==> config.mk <==
export PLATFORM = sky130hd
export DESIGN_NAME = hsst_fifo_pkt_tx
export DESIGN_NICKNAME = d
export VERILOG_FILES = /design/src/rtl/hsst_pkt_pkg.sv /design/src/rtl/hsst_fifo_pkt_tx.sv
export SDC_FILE = /design/constraint.sdc
export NUM_CORES = 1
export LEC_CHECK = 0
export CAP_MARGIN = 10
export CELL_PAD_IN_SITES_DETAIL_PLACEMENT = 2
export CELL_PAD_IN_SITES_GLOBAL_PLACEMENT = 2
export CORE_MARGIN = 8
export CORE_UTILIZATION = 30
export CTS_CLUSTER_DIAMETER = 150
export DETAILED_ROUTE_END_ITERATION = 10
export GPL_TIMING_DRIVEN = 0
export PLACE_DENSITY = 0.83
export RECOVER_POWER = 100
export SYNTH_ARGS = -nofsm -noshare
export SYNTH_HDL_FRONTEND = slang
export SYNTH_SLANG_ARGS = --single-unit
==> constraint.sdc <==
create_clock -name i_rd_clk -period 4.3 [get_ports i_rd_clk]
set_input_delay 0.86 -clock i_rd_clk [delete_from_list [all_inputs] [get_ports i_rd_clk]]
set_output_delay 0.86 -clock i_rd_clk [all_outputs]
set_load 0.03 [all_outputs]
==> src/rtl/hsst_pkt_pkg.sv <==
// Shared constants for the HSST packet transmitter: K-characters, control
// words and the framing FSM state encoding.
package hsst_pkt_pkg;

    localparam logic [7:0]  K28_5     = 8'hBC;   // comma / idle
    localparam logic [7:0]  K27_7     = 8'hFB;   // start of packet
    localparam logic [7:0]  K29_7     = 8'hFD;   // end of packet

    localparam logic [31:0] IDLE_WORD = {24'h00_0000, K28_5};

    // Only byte 0 of a control word is a K-character
    localparam logic [3:0]  TXK_CTRL  = 4'b0001;
    localparam logic [3:0]  TXK_DATA  = 4'b0000;

    // Each state names the word class currently on txdata
    typedef enum logic [1:0] {
        StIdle = 2'd0,
        StSof  = 2'd1,
        StData = 2'd2,
        StEof  = 2'd3
    } state_t;

endpackage

==> src/rtl/hsst_fifo_pkt_tx.sv <==
// HSST line-FIFO read-side packetiser. Drains LINE_WORDS-word lines from the
// FIFO and frames them as SOF, payload, EOF(checksum); sends comma idles
// otherwise. FIFO read data arrives one cycle after fifo_rd_en, so the
// payload reaches txdata two cycles after the read that fetched it.
module hsst_fifo_pkt_tx
    import hsst_pkt_pkg::*;
#(
    parameter int unsigned DATA_WIDTH  = 32,
    parameter int unsigned DEPTH_WIDTH = 10,
    parameter int unsigned LINE_WORDS  = 640
) (
    input  logic                   i_rd_clk,
    input  logic                   i_rd_rst,
    output logic                   o_fifo_rd_en,
    input  logic [DATA_WIDTH-1:0]  i_fifo_rd_data,
    input  logic                   i_fifo_rd_empty,
    input  logic [DEPTH_WIDTH:0]   i_fifo_rd_water_level,
    input  logic                   i_frame_start,
    input  logic                   i_link_ready,
    output logic [DATA_WIDTH-1:0]  o_txdata,
    output logic [3:0]             o_txk,
    output logic [15:0]            o_line_cnt,
    output logic                   o_busy,
    output logic                   o_underflow
);

    localparam int unsigned        CNT_W      = $clog2(LINE_WORDS + 1);
    // Counter value on the last DATA cycle, i.e. when EOF gets loaded
    localparam logic [CNT_W-1:0]   CNT_LAST   = CNT_W'(LINE_WORDS);
    // Reads after the start cycle continue while the counter is below this
    localparam logic [CNT_W-1:0]   CNT_RD_END = CNT_W'(LINE_WORDS - 1);
    localparam logic [DEPTH_WIDTH:0] LVL_MIN  = (DEPTH_WIDTH + 1)'(LINE_WORDS);

    state_t                 r_state, w_state_d;
    logic [CNT_W-1:0]       r_cnt, w_cnt_d;
    logic [23:0]            r_chk, w_chk_d;
    logic [15:0]            r_line_cnt, w_line_cnt_d;
    logic                   r_pend, w_pend_d;
    logic                   r_underflow;
    logic [DATA_WIDTH-1:0]  r_txdata, w_txdata_d;
    logic [3:0]             r_txk, w_txk_d;
    logic                   w_start;
    logic                   w_rd_more;
    logic                   w_pend;

    // Packet start qualification and combinational read enable / busy
    always_comb begin
        w_start      = !i_rd_rst && (r_state == StIdle || r_state == StEof) &&
                       i_link_ready && (i_fifo_rd_water_level >= LVL_MIN);
        w_rd_more    = !i_rd_rst && (r_state == StSof || r_state == StData) &&
                       (r_cnt < CNT_RD_END);
        o_fifo_rd_en = w_start || w_rd_more;
        o_busy       = !i_rd_rst && (w_start || r_state != StIdle);
    end

    // Line numbering: a pending frame_start zeroes the count at the next
    // EOF or IDLE cycle so an SOF already sent keeps its number
    always_comb begin
        w_pend       = r_pend || i_frame_start;
        w_pend_d     = w_pend;
        w_line_cnt_d = r_line_cnt;
        if (r_state == StIdle || r_state == StEof) begin
            if (w_pend) begin
                w_line_cnt_d = 16'h0000;
                w_pend_d     = 1'b0;
            end else if (r_state == StEof) begin
                w_line_cnt_d = r_line_cnt + 16'd1;
            end
        end
    end

    // Framing FSM next state, word counter, checksum and next tx word
    always_comb begin
        w_state_d  = r_state;
        w_cnt_d    = r_cnt;
        w_chk_d    = r_chk;
        w_txdata_d = IDLE_WORD;
        w_txk_d    = TXK_CTRL;
        case (r_state)
            StIdle, StEof: begin
                if (w_start) begin
                    w_state_d  = StSof;
                    w_cnt_d    = '0;
                    w_txdata_d = {w_line_cnt_d, 8'h00, K27_7};
                end else begin
                    w_state_d  = StIdle;
                end
            end
            StSof: begin
                // Word 0 is on the read port now; checksum restarts here
                w_state_d  = StData;
                w_cnt_d    = r_cnt + CNT_W'(1);
                w_chk_d    = i_fifo_rd_data[23:0];
                w_txdata_d = i_fifo_rd_data;
                w_txk_d    = TXK_DATA;
            end
            StData: begin
                if (r_cnt == CNT_LAST) begin
                    w_state_d  = StEof;
                    w_txdata_d = {r_chk, K29_7};
                end else begin
                    w_cnt_d    = r_cnt + CNT_W'(1);
                    w_chk_d    = r_chk ^ i_fifo_rd_data[23:0];
                    w_txdata_d = i_fifo_rd_data;
                    w_txk_d    = TXK_DATA;
                end
            end
            default: w_state_d = StIdle;
        endcase
    end

    // State and output registers with synchronous reset
    always_ff @(posedge i_rd_clk) begin
        if (i_rd_rst) begin
            r_state     <= StIdle;
            r_cnt       <= '0;
            r_chk       <= '0;
            r_line_cnt  <= '0;
            r_pend      <= 1'b0;
            r_underflow <= 1'b0;
            r_txdata    <= IDLE_WORD;
            r_txk       <= TXK_CTRL;
        end else begin
            r_state     <= w_state_d;
            r_cnt       <= w_cnt_d;
            r_chk       <= w_chk_d;
            r_line_cnt  <= w_line_cnt_d;
            r_pend      <= w_pend_d;
            r_underflow <= r_underflow || (o_fifo_rd_en && i_fifo_rd_empty);
            r_txdata    <= w_txdata_d;
            r_txk       <= w_txk_d;
        end
    end

    assign o_txdata    = r_txdata;
    assign o_txk       = r_txk;
    assign o_line_cnt  = r_line_cnt;
    assign o_underflow = r_underflow;

endmodule

# [Yosys cells after proc, flatten, opt, wreduce, memory -nomap -nowiden]
# Index checks and enable logic that the tools add are counted.
[op_classes] mux=16 addsub=2 n_eq_ne=7 reduce_logical=21 n_bitwise=1 magnitude_cmp=2
[ops] op="32-bit case mux with 3 select lines" n=1
[ops] op="32-bit two-way mux" n=2
[ops] op="16-bit two-way mux" n=3
[ops] op="24-bit case mux with 2 select lines" n=1
[ops] op="10-bit case mux with 3 select lines" n=1
[ops] op="24-bit two-way mux" n=1
[ops] op="24-bit bitwise XOR" n=1
[ops] op="10-bit two-way mux" n=2
[ops] op="16-bit by 1-bit adder with 16-bit output (second input constant)" n=1
[ops] op="11-bit by 10-bit >= comparator with 1-bit output (second input constant)" n=1
[ops] op="10-bit by 1-bit adder with 10-bit output (second input constant)" n=1
[ops] op="10-bit equality test (second input constant)" n=1
[ops] op="10-bit less-than comparator (second input constant)" n=1
[ops] op="1-bit logical AND" n=7
[ops] op="1-bit logical OR" n=6
[ops] op="2-bit case mux with 3 select lines" n=1
[ops] op="2-bit equality test (second input constant)" n=2
[ops] op="2-bit != test (second input constant)" n=2
[ops] op="2-bit AND reduction" n=2
[ops] op="2-bit nonzero test" n=2
[ops] op="2-bit OR reduction" n=2
[ops] op="2-bit by 1-bit equality test with 1-bit output (second input constant)" n=1
[ops] op="2-bit zero test" n=1
[ops] op="1-bit two-way mux" n=2
[ops] op="other kinds (4)" n=4
[totals] in_bits=48 output_inout_bits=55 register_bits=90

# [Logic depth before layout (Yosys ltp)]
# Gate-level depths: netlist of run 1.
[logic_depth] ltp_word=8 mapped_depth=9 mapped_depth_nobuf=7

# [Worst setup path after synthesis of run 1]
# Ideal clock, no wire load.
[synth_path] path_kind="input-to-output" startpoint="input i_rd_rst" endpoint="output o_busy" t_arrival_ps=1941 cell_stages=3 slack_ps=1499 path_buffers=0 required_time_ps=3440 path_cell_list="nand2b_4 > or4_1 > o21ai_0"
[synth_via] elab_chain_len=6
[synth_lines] element="start: declaration" line_no="hsst_fifo_pkt_tx.sv:13" text="input logic i_rd_rst,"
[synth_lines] element="1-bit zero test (*)" line_no="hsst_fifo_pkt_tx.sv:48, hsst_fifo_pkt_tx.sv:53"
[synth_lines] element="1-bit logical AND (2 in a row)" line_no="hsst_fifo_pkt_tx.sv:48" text="w_start = !i_rd_rst && (r_state == StIdle || r_state == StEof) &&"
[synth_lines] element="1-bit logical AND" line_no="hsst_fifo_pkt_tx.sv:49" text="i_link_ready && (i_fifo_rd_water_level >= LVL_MIN);"
[synth_lines] element="1-bit logical OR" line_no="hsst_fifo_pkt_tx.sv:53" text="o_busy = !i_rd_rst && (w_start || r_state != StIdle);"
[synth_lines] element="1-bit logical AND (*)" line_no="hsst_fifo_pkt_tx.sv:53"
[synth_lines] element="end: declaration" line_no="hsst_fifo_pkt_tx.sv:23" text="output logic o_busy,"
# Mark *: on every way between the ends. The rest lies on a longest branch, timed or not.

# [Worst setup path after layout of run 1]
# Same ends and word-level chain as after synthesis.

==> results of run 1 <==
==> synth_stat cells (all sizes together) (2+ instances only) <==
library cell,n
a211oi,3
a21oi,64
a221o,3
a222oi,2
a22oi,11
a31oi,2
and3,5
buf,21
clkbuf,13
dfxtp,87
ha,7
inv,13
mux2i,11
nand2,21
nand2b,3
nand3,43
nand4,6
nand4b,2
nor2,41
nor3,7
o21ai,87
o21bai,2
or3,3
or4,2
xnor2,6
xor2,9
==> area by class of cell <==
class / instances / area [sq um]
fill: 1516 / 7805
multi-input combinational: 354 / 2058
sequential: 87 / 1742
timing repair buffer: 92 / 920.9
clock buffer: 12 / 246.5
tap: 176 / 220.2
buffer: 34 / 167.7
inverter: 13 / 48.80
clock inverter: 4 / 31.28
antenna: 1 / 2.502
==> layer usage <==
metal  GRT usage [%]  wire (um)  share of wire (%)
met4           7.697        380                2.2
met5               0          0                  0
met1           22.96       7301                 43
met2           33.06       8550                 51
met3           4.504        665                3.9
==> flip-flops by register name, summed over array words and instances, names as in the netlist <==
signal	count
o_underflow	1
r_pend	1
r_chk	24
r_state	2
r_cnt	10
o_txk	1
o_line_cnt	16
o_txdata	32
==> logic make-up after synthesis <==
logic type | after synthesis | synth area share, %
mux | 11 | 2.708
simple gates | 139 | 18.46
xor+xnor | 15 | 3.231
other cells | 1 | 0.09222
flops | 87 | 42.83
compound gates | 179 | 25.05
fa+ha+maj | 7 | 2.154
buf+inv | 47 | 5.477
==> where the power goes <==
part | switching (mW) | total [mW] | internal (mW) | leakage (nW)
Combinational | 0.301 | 0.451 | 0.150 | 1.19
Sequential | 0.0439 | 0.907 | 0.864 | 0.705
Clock | 0.334 | 0.744 | 0.410 | 0.137
Total | 0.679 | 2.10 | 1.42 | 2.03
==> worst min-delay path by stage <==
stage	slack [ps]	cells after the start	end
finish	500	2	r_chk[11]$_SDFFE_PP0P_
global route	540	1	o_underflow$_SDFF_PP0_
CTS	500	2	r_chk[11]$_SDFFE_PP0P_
detailed placement	490	2	r_chk[11]$_SDFFE_PP0P_
global placement	480	2	r_chk[1]$_SDFFE_PP0P_
floorplan	460	2	r_cnt[9]$_SDFFE_PP0P_
==> stage by stage <==
step	area (sq um)	setup slack (ps)	hold WS, ps
CTS	5493	429.6	501.9
detailed placement	5215	443.5	493.7
finish	5438	324.8	503.9
floorplan	4074	1499	460.9
global route	5438	204.9	537.8
global placement	5215	419.4	480.9
==> worst register-to-register path, stage by stage (launching register included) <==
cell and delay [ps]:
dfxtp_1 400, inv_1 90, ha_1 310, clkbuf_1 220
nor4_1 1540, nand2_1 490, clkbuf_2 360, o21ai_0 230
==> results.sh, run 1 <==
export IMPL_p_per_area_nw_per_um2=386.6
export IMPL_synthDistinctLibCells=53
export IMPL_crit_type="input pin to output pin"
export IMPL_cts_buffers=9
export IMPL_fin_crit_sh_pct=92.45
export IMPL_crit_start="i_rd_rst"
export IMPL_cts_tree="yes"
export IMPL_dp_cells=756
export IMPL_grt_max_degree=15
export IMPL_cp_slowest_cell="dlygate4sd3_1"
export IMPL_antenna_found_initial=1
export IMPL_hold_viol=0
export IMPL_hp_start="r_chk[11]$_SDFFE_PP0P_"
export IMPL_hp_class="register to register"
export IMPL_cp_common_cell="dlygate4sd3_1"
export IMPL_port_buffers=92
export IMPL_crit_chain="dlygate4sd3_1, nand2b_4, or4_1, o21ai_0, dlygate4sd3_1"
export IMPL_slew_viol_final=9
export IMPL_die_h_um=132.4
export IMPL_vdd_drop_max_uv=258.6
export IMPL_routed_wl_um=16900
export IMPL_synth_cells=486
export IMPL_drv_cap=1
export IMPL_synth_main_ff_cell="dfxtp_1"
export IMPL_cts_resized=0
export IMPL_crit_buf_inv=2
export IMPL_synth_area_top_cells="dfxtp_1 (43%), a21oi_1 (7.5%), o21ai_1 (5.5%)"
export IMPL_rsz0062_at_grt="no"
export IMPL_r2r_start="r_state[0]$_SDFFE_PP0P_"
export IMPL_total_power_mw=2.102
export IMPL_ctsLongestPathBuffers=2
export IMPL_hold_buffers=0
export IMPL_clock_sinks=87
export IMPL_drive_gt1_share_pct=6.711
export IMPL_crit_required_ps=3440
export IMPL_cts_root_buf="clkbuf_16"
export IMPL_crit_fanout=5
export IMPL_regToRegSetupSlack_ps=580
export IMPL_rr_endpoint="o_txdata[28]$_SDFF_PP0_"
export IMPL_finalSetupTns_ps=0
export IMPL_netlist_area_leader_share_pct=42.83
export IMPL_async_flop_share_pct=0
export IMPL_final_cell_mix="dfxtp_1 (87), a21oi_1 (63), o21ai_0 (57)"
export IMPL_crit_cells=5
export IMPL_viasPerCell=5.432
export IMPL_status="finished with violations"
export IMPL_grt_pass1_vias=4743
export IMPL_r2r_cells=7
export IMPL_p_leak_nw=2.027
export IMPL_finalSetupViolations=0
export IMPL_fin_nets=646
export IMPL_drt_iter0_drc=218
export IMPL_grt_pass1_wl_um=26920
export IMPL_core_area_sq_um=13240
export IMPL_grt_overflow_total=0
export IMPL_timing_slew_headroom_pct=-25.06
export IMPL_postCtsSetupRepairBufs=0
export IMPL_grt_use_total_pct=19.36
export IMPL_crit_family="buffers and inverters"
export IMPL_final_common_cell="dfxtp_1"
export IMPL_setup_worst_path_end_class="output pin"
export IMPL_wl_per_cell_um=21.86
export IMPL_syn_to_final_growth_pct=33.72
export IMPL_crit_end="o_busy"
export IMPL_htreeDepth=3
export IMPL_avgSynthCellArea_sq_um=8.367
export IMPL_violations="max-capacitance violations, max-slew violations"
export IMPL_clk_latency_ps=350
export IMPL_die_area_sq_um=17540
export IMPL_post_dp_hpwl_um=12280
export IMPL_fin_util_pct=41.06
export IMPL_yosysWarnings=0
export IMPL_ios=103
export IMPL_initial_core_util_pct=30.71
export IMPL_gp_congestion=0.8153
export IMPL_synth_seq_area_share_pct=42.83
export IMPL_finalClockSkew_ps=9.526
export IMPL_drcViolationCount=0
export IMPL_crit_arrival_ps=3120
export IMPL_synth_edf_count=0
export IMPL_period_needed_ps=3975
export IMPL_row_count=42
export IMPL_path_clk_slew_ps=60
export IMPL_worst_pin_slew_ps=1859
export IMPL_critPathMaxStageDelay_ps=770
export IMPL_die_width_um=132.4
export IMPL_syn_cell_area_sq_um=4066
export IMPL_vias=4199
export IMPL_max_freq_mhz=251.6
export IMPL_synth_largest_area_cell="dfxtp_1"
export IMPL_synth_seq_cells=87
export IMPL_drt_pass1_iter_count=4
export IMPL_crit_path_start_kind="input pin"
export IMPL_ant_nets=0
export IMPL_stdcell_count=773
No activity file was read; power rests on OpenSTA's default activity.
==> inputs of run 2 (changes only) <==
--- a/config.mk
+++ b/config.mk
@@ -6,14 +6,13 @@
 export NUM_CORES = 1
 export LEC_CHECK = 0
 export CAP_MARGIN = 10
-export CELL_PAD_IN_SITES_DETAIL_PLACEMENT = 2
-export CELL_PAD_IN_SITES_GLOBAL_PLACEMENT = 2
-export CORE_MARGIN = 8
-export CORE_UTILIZATION = 30
+export CELL_PAD_IN_SITES_DETAIL_PLACEMENT = 1
+export CELL_PAD_IN_SITES_GLOBAL_PLACEMENT = 1
+export CORE_UTILIZATION = 39
 export CTS_CLUSTER_DIAMETER = 150
 export DETAILED_ROUTE_END_ITERATION = 10
 export GPL_TIMING_DRIVEN = 0
-export PLACE_DENSITY = 0.83
+export PLACE_DENSITY = 0.85
 export RECOVER_POWER = 100
 export SYNTH_ARGS = -nofsm -noshare
 export SYNTH_HDL_FRONTEND = slang
==> constraint.sdc (replaced) <==
create_clock -name i_rd_clk -period 4.7 [get_ports i_rd_clk]
set_input_delay 0.94 -clock i_rd_clk [delete_from_list [all_inputs] [get_ports i_rd_clk]]
set_output_delay 0.94 -clock i_rd_clk [all_outputs]
set_load 0.03 [all_outputs]
==> run 2 against run 1 <==
Against the previous run:
- the run still ends with max-capacitance violations, max-slew violations left
- non-clock buffer count unchanged
- power is 17% lower
- die area shrank 38%
- routed wire length shrank 19%
- combinational power is 11% lower
- critical path depth is the same
- first-iteration DRC count increased by 1.4%
==> results.sh, run 2 (synthesis results as in run 1) <==
export IMPL_status="finished with violations"
export IMPL_violations="max-capacitance violations, max-slew violations"
export IMPL_grt_pass1_wl_um=22180
export IMPL_p_leak_nw=1.972
export IMPL_finalSetupTns_ps=0
export IMPL_vias=4163
export IMPL_cts_resized=0
export IMPL_final_cell_mix="dfxtp_1 (87), a21oi_1 (62), o21ai_0 (58)"
export IMPL_syn_to_final_growth_pct=30.12
export IMPL_setup_worst_path_end_class="output pin"
export IMPL_crit_required_ps=3760
export IMPL_clk_latency_ps=370
export IMPL_dp_cells=713
export IMPL_hold_viol=0
export IMPL_cp_common_cell="dlygate4sd3_1"
export IMPL_rsz0062_at_grt="no"
export IMPL_cts_tree="yes"
export IMPL_fin_nets=646
export IMPL_drt_pass1_iter_count=5
export IMPL_drt_iter0_drc=221
export IMPL_crit_type="input pin to output pin"
export IMPL_fin_crit_sh_pct=88.99
export IMPL_path_clk_slew_ps=100
export IMPL_ios=103
export IMPL_initial_core_util_pct=40.85
export IMPL_grt_overflow_total=0
export IMPL_fin_util_pct=53.15
export IMPL_max_freq_mhz=239.1
export IMPL_slew_viol_final=9
export IMPL_regArea_sq_um=1742
export IMPL_crit_chain="dlygate4sd3_1, nand2b_1, or4_1, o21ai_0, dlygate4sd3_1"
export IMPL_drive_gt1_share_pct=6.879
export IMPL_die_area_sq_um=10840
export IMPL_critPathMaxStageDelay_ps=770
export IMPL_ctsLongestPathBuffers=2
export IMPL_cts_buffers=9
export IMPL_routed_wl_um=13690
export IMPL_hold_buffers=0
export IMPL_antenna_found_initial=0
export IMPL_fillers=1198
export IMPL_hp_class="register to register"
export IMPL_diodes=0
export IMPL_core_area_sq_um=9955
export IMPL_row_count=36
export IMPL_grt_max_degree=18
export IMPL_port_buffers=92
export IMPL_postCtsSetupRepairBufs=0
export IMPL_crit_path_start_kind="input pin"
export IMPL_final_common_cell="dfxtp_1"
export IMPL_timing_slew_headroom_pct=-28.63
export IMPL_total_power_mw=1.746
export IMPL_place_area_sq_um=5161
export IMPL_layout_setup_ws_ps=517.4
export IMPL_cp_slowest_cell="dlygate4sd3_1"
export IMPL_clock_sinks=87
export IMPL_vdd_drop_max_uv=153.0
export IMPL_grt_pass1_vias=4274
export IMPL_die_width_um=104.1
export IMPL_wl_per_cell_um=18.78
export IMPL_htreeDepth=3
export IMPL_stdcell_count=729
export IMPL_gp_congestion=0.8241
export IMPL_finalClockSkew_ps=11.31
export IMPL_design_area_sq_um=5291
export IMPL_period_needed_ps=4183
export IMPL_ant_nets=0
export IMPL_crit_fanout=5
export IMPL_finalSetupViolations=0
export IMPL_post_dp_hpwl_um=10240
export IMPL_viasPerCell=5.711
export IMPL_multiInputGateArea_sq_um=2062
export IMPL_dp_slack_ps=684.9
export IMPL_die_h_um=104.1
export IMPL_cts_root_buf="clkbuf_8"
export IMPL_crit_arrival_ps=3240
export IMPL_p_per_area_nw_per_um2=330.0
export IMPL_drcViolationCount=0
export IMPL_grt_use_total_pct=25.86
export IMPL_largest_reg_flops=32
export IMPL_drv_cap=1
export IMPL_worst_pin_slew_ps=1912
export IMPL_holdWs_ps=516.6
==> run 2: where the power goes <==
| part | internal (mW) | total, mW | switching, mW |
|---|---|---|---|
| logic | 0.137 | 0.400 | 0.263 |
| registers | 0.789 | 0.827 | 0.0378 |
| clock network | 0.204 | 0.519 | 0.315 |
==> run 2: metal layers <==
metal | track usage (%) | share of wire (%) | vias up
met5 | 0 | 0 | -
met2 | 45.90 | 50 | 131
met4 | 7.245 | 1.4 | 0
met1 | 32.45 | 45 | 2055
li1 | - | - | 1954
met3 | 3.697 | 4.0 | 23
==> run 2: path summary, 6_finish.rpt <==
kind,start,to,slack (ps),cells after the start
setup / recovery,i_rd_rst,o_busy,520,5
hold / removal,r_chk[21]$_SDFFE_PP0P_,r_chk[21]$_SDFFE_PP0P_,520,2
setup reg to reg,r_state[0]$_SDFFE_PP0P_,o_txdata[28]$_SDFF_PP0_,970,7
hold reg to reg,r_chk[21]$_SDFFE_PP0P_,r_chk[21]$_SDFFE_PP0P_,520,2
==> run 2: worst max-delay path: cells and delay by family <==
kind                   cells  cell delay, ps
and+or+nand+nor            2             810
buffers and inverters      2            1360
AOI/OAI and AO/OA          1             140
==> run 2: layout make-up <==
type	instances	area share (%)
flip-flops and latches	87	32.92
plain buffers	34	3.145
clock inverters	7	1.159
inverters	13	0.9222
multi-input cells	354	38.97
clock buffers	9	2.341
repair buffers	92	17.40
well taps	133	3.145
==> inputs of run 3 (changes only) <==
--- a/config.mk
+++ b/config.mk
@@ -8,12 +8,13 @@
 export CAP_MARGIN = 10
 export CELL_PAD_IN_SITES_DETAIL_PLACEMENT = 1
 export CELL_PAD_IN_SITES_GLOBAL_PLACEMENT = 1
-export CORE_UTILIZATION = 39
+export CORE_UTILIZATION = 36
 export CTS_CLUSTER_DIAMETER = 150
 export DETAILED_ROUTE_END_ITERATION = 10
 export GPL_TIMING_DRIVEN = 0
-export PLACE_DENSITY = 0.85
+export PLACE_DENSITY = 0.79
 export RECOVER_POWER = 100
+export SKIP_CTS_REPAIR_TIMING = 1
 export SYNTH_ARGS = -nofsm -noshare
 export SYNTH_HDL_FRONTEND = slang
 export SYNTH_SLANG_ARGS = --single-unit
==> constraint.sdc (replaced) <==
create_clock -name i_rd_clk -period 4 [get_ports i_rd_clk]
set_input_delay 0.8 -clock i_rd_clk [delete_from_list [all_inputs] [get_ports i_rd_clk]]
set_output_delay 0.8 -clock i_rd_clk [all_outputs]
set_load 0.03 [all_outputs]
==> run 3 against run 2 <==
Against the previous run:
- the run now ends clean
- first-iteration DRC count shrank 23%
- final area grew 2.1%
- global-route usage decreased by 1.1 points
- register-to-register slack better by 240 ps
- combinational power increased by 18%
- routed wire length up 2.1%
- die area rose by 8.2%
- critical path depth did not move
- cell count is 0.96% higher
- critical path type unchanged
- critical endpoint is now o_fifo_rd_en
- highest routed layer unchanged
==> results.sh, run 3 (synthesis results as in run 1) <==
export IMPL_crit_fanout=5
export IMPL_cts_buffers=9
export IMPL_crit_chain="clkdlybuf4s50_1, nand2b_4, or4_1, o21ai_0, clkdlybuf4s50_1"
export IMPL_cts_root_buf="clkbuf_16"
export IMPL_grt_overflow_total=0
export IMPL_antenna_found_initial=0
export IMPL_hold_viol=0
export IMPL_finalClockSkew_ps=6.414
export IMPL_wl_met3_um=786
export IMPL_viasPerCell=5.624
export IMPL_gp_congestion=0.7871
export IMPL_syn_to_final_growth_pct=32.89
export IMPL_routed_wl_um=13970
export IMPL_grt_pass1_vias=4367
export IMPL_max_freq_mhz=268.4
export IMPL_row_count=38
export IMPL_final_common_cell="dfxtp_1"
export IMPL_whs_endpoint="r_chk[18]$_SDFFE_PP0P_"
export IMPL_cp_slowest_cell="clkdlybuf4s50_1"
export IMPL_p_per_area_nw_per_um2=416.7
export IMPL_holdWs_ps=506.0
export IMPL_crit_type="input pin to output pin"
export IMPL_ios=103
export IMPL_largest_reg_flops=32
export IMPL_rsz0062_at_grt="no"
export IMPL_status="finished, final reports clean"
export IMPL_core_area_sq_um=10940
export IMPL_die_area_sq_um=11720
export IMPL_finalSetupViolations=0
export IMPL_top_layer_used="met4"
export IMPL_port_buffers=92
export IMPL_p_leak_nw=2.017
export IMPL_regToRegSetupSlack_ps=1210
export IMPL_vias=4139
export IMPL_slew_viol_final=0
export IMPL_wl_per_cell_um=18.99
export IMPL_r2r_start="r_state[0]$_SDFFE_PP0P_"
export IMPL_clock_sinks=87
export IMPL_hp_start="r_chk[18]$_SDFFE_PP0P_"
export IMPL_crit_path_start_kind="input pin"
export IMPL_crit_required_ps=3200
export IMPL_fin_util_pct=49.42
export IMPL_wl_met1_um=5916
export IMPL_drive_gt1_share_pct=6.879
export IMPL_htreeDepth=3
export IMPL_fillers=1326
export IMPL_r2r_cells=8
export IMPL_drt_pass1_iter_count=4
export IMPL_initial_core_util_pct=37.19
export IMPL_setup_worst_path_end_class="output pin"
export IMPL_period_needed_ps=3725
export IMPL_ctsLongestPathBuffers=2
export IMPL_timing_slew_headroom_pct=45.80
export IMPL_whs_path_depth=2
export IMPL_die_h_um=108.3
export IMPL_rr_endpoint="r_cnt[8]$_SDFFE_PP0P_"
export IMPL_clk_latency_ps=340
export IMPL_ant_nets=0
export IMPL_path_clk_slew_ps=60
export IMPL_die_width_um=108.3
export IMPL_drv_cap=0
export IMPL_cp_common_cell="clkdlybuf4s50_1"
export IMPL_post_dp_hpwl_um=10380
export IMPL_final_cell_mix="dfxtp_1 (87), a21oi_1 (63), o21ai_0 (58)"
export IMPL_worst_pin_slew_ps=806.8
export IMPL_drcViolationCount=0
export IMPL_cts_tree="yes"
export IMPL_finalSetupTns_ps=0
export IMPL_grt_use_total_pct=24.75
export IMPL_hp_class="register to register"
export IMPL_drt_iter0_drc=170
export IMPL_crit_arrival_ps=2930
export IMPL_vdd_drop_max_uv=176.4
export IMPL_grt_max_degree=16
export IMPL_grt_pass1_wl_um=22240
export IMPL_fin_crit_sh_pct=93.13
export IMPL_fin_nets=646
export IMPL_wl_met2_um=7053
export IMPL_critPathMaxStageDelay_ps=710
export IMPL_diodes=0
-- run 3: cell count changes in the layout (fill, tap and decap cells not counted), sizes merged --
cell,previous run,this run
inv,18,13
clkdlybuf4s50,38,42
clkinv,0,4
dlygate4sd3,54,50
clkbuf,30,31
-- run 3: critical path: cells and delay by family --
kind,cells,cell delay [ps]
buffers and inverters,2,1170
AND/OR/NAND/NOR,2,810
AO/OA/AOI/OAI,1,140
-- run 3: worst max path at each step --
stage                             from            to  slack, ps  cells after the start
2_1_floorplan                 i_rd_rst        o_busy       1320                      3
3_3_place_gp                  i_rd_rst        o_busy        220                      5
3_5_place_dp                  i_rd_rst  o_fifo_rd_en        260                      5
4_1_cts                       i_rd_rst  o_fifo_rd_en        240                      5
5_1_grt        r_state[0]$_SDFFE_PP0P_  o_fifo_rd_en        140                      6
6_report                      i_rd_rst  o_fifo_rd_en        270                      5
-- run 3: final cells by class --
cell class | instances | area [sq um] | share of cell area (%)
multi-input cells | 354 | 2066 | 38.23
clock buffers | 10 | 239.0 | 4.422
inverters | 13 | 48.80 | 0.9030
repair buffers | 92 | 920.9 | 17.04
well taps | 140 | 175.2 | 3.241
flip-flops and latches | 87 | 1742 | 32.23
plain buffers | 34 | 166.4 | 3.079
clock inverters | 6 | 46.29 | 0.8567
-- run 3: power by group --
| group | switching, mW | internal, mW |
|---|---|---|
| clock network | 0.366 | 0.440 |
| logic | 0.311 | 0.162 |
| registers | 0.0443 | 0.928 |
| total | 0.721 | 1.53 |
-- run 3: through the flow --
| stage | power (mW) | instances | worst slack (ps) | instance area (sq um) |
|---|---|---|---|---|
| global placement | 1.456 | 720 | 221.0 | 5170 |
| detailed placement | 1.482 | 720 | 255.6 | 5170 |
| CTS | 2.288 | 736 | 241.5 | 5455 |
| finish | 2.252 | 736 | 274.7 | 5404 |
| floorplan | 1.270 | 488 | 1319 | 4074 |
| global route | 2.347 | 736 | 137.5 | 5404 |
-- run 3: routing by layer --
metal | GRT usage [%] | up-vias
met4 | 6.853 | 0
met2 | 42.72 | 116
met5 | 0 | -
li1 | - | 1950
met3 | 6.269 | 21
met1 | 30.42 | 2052
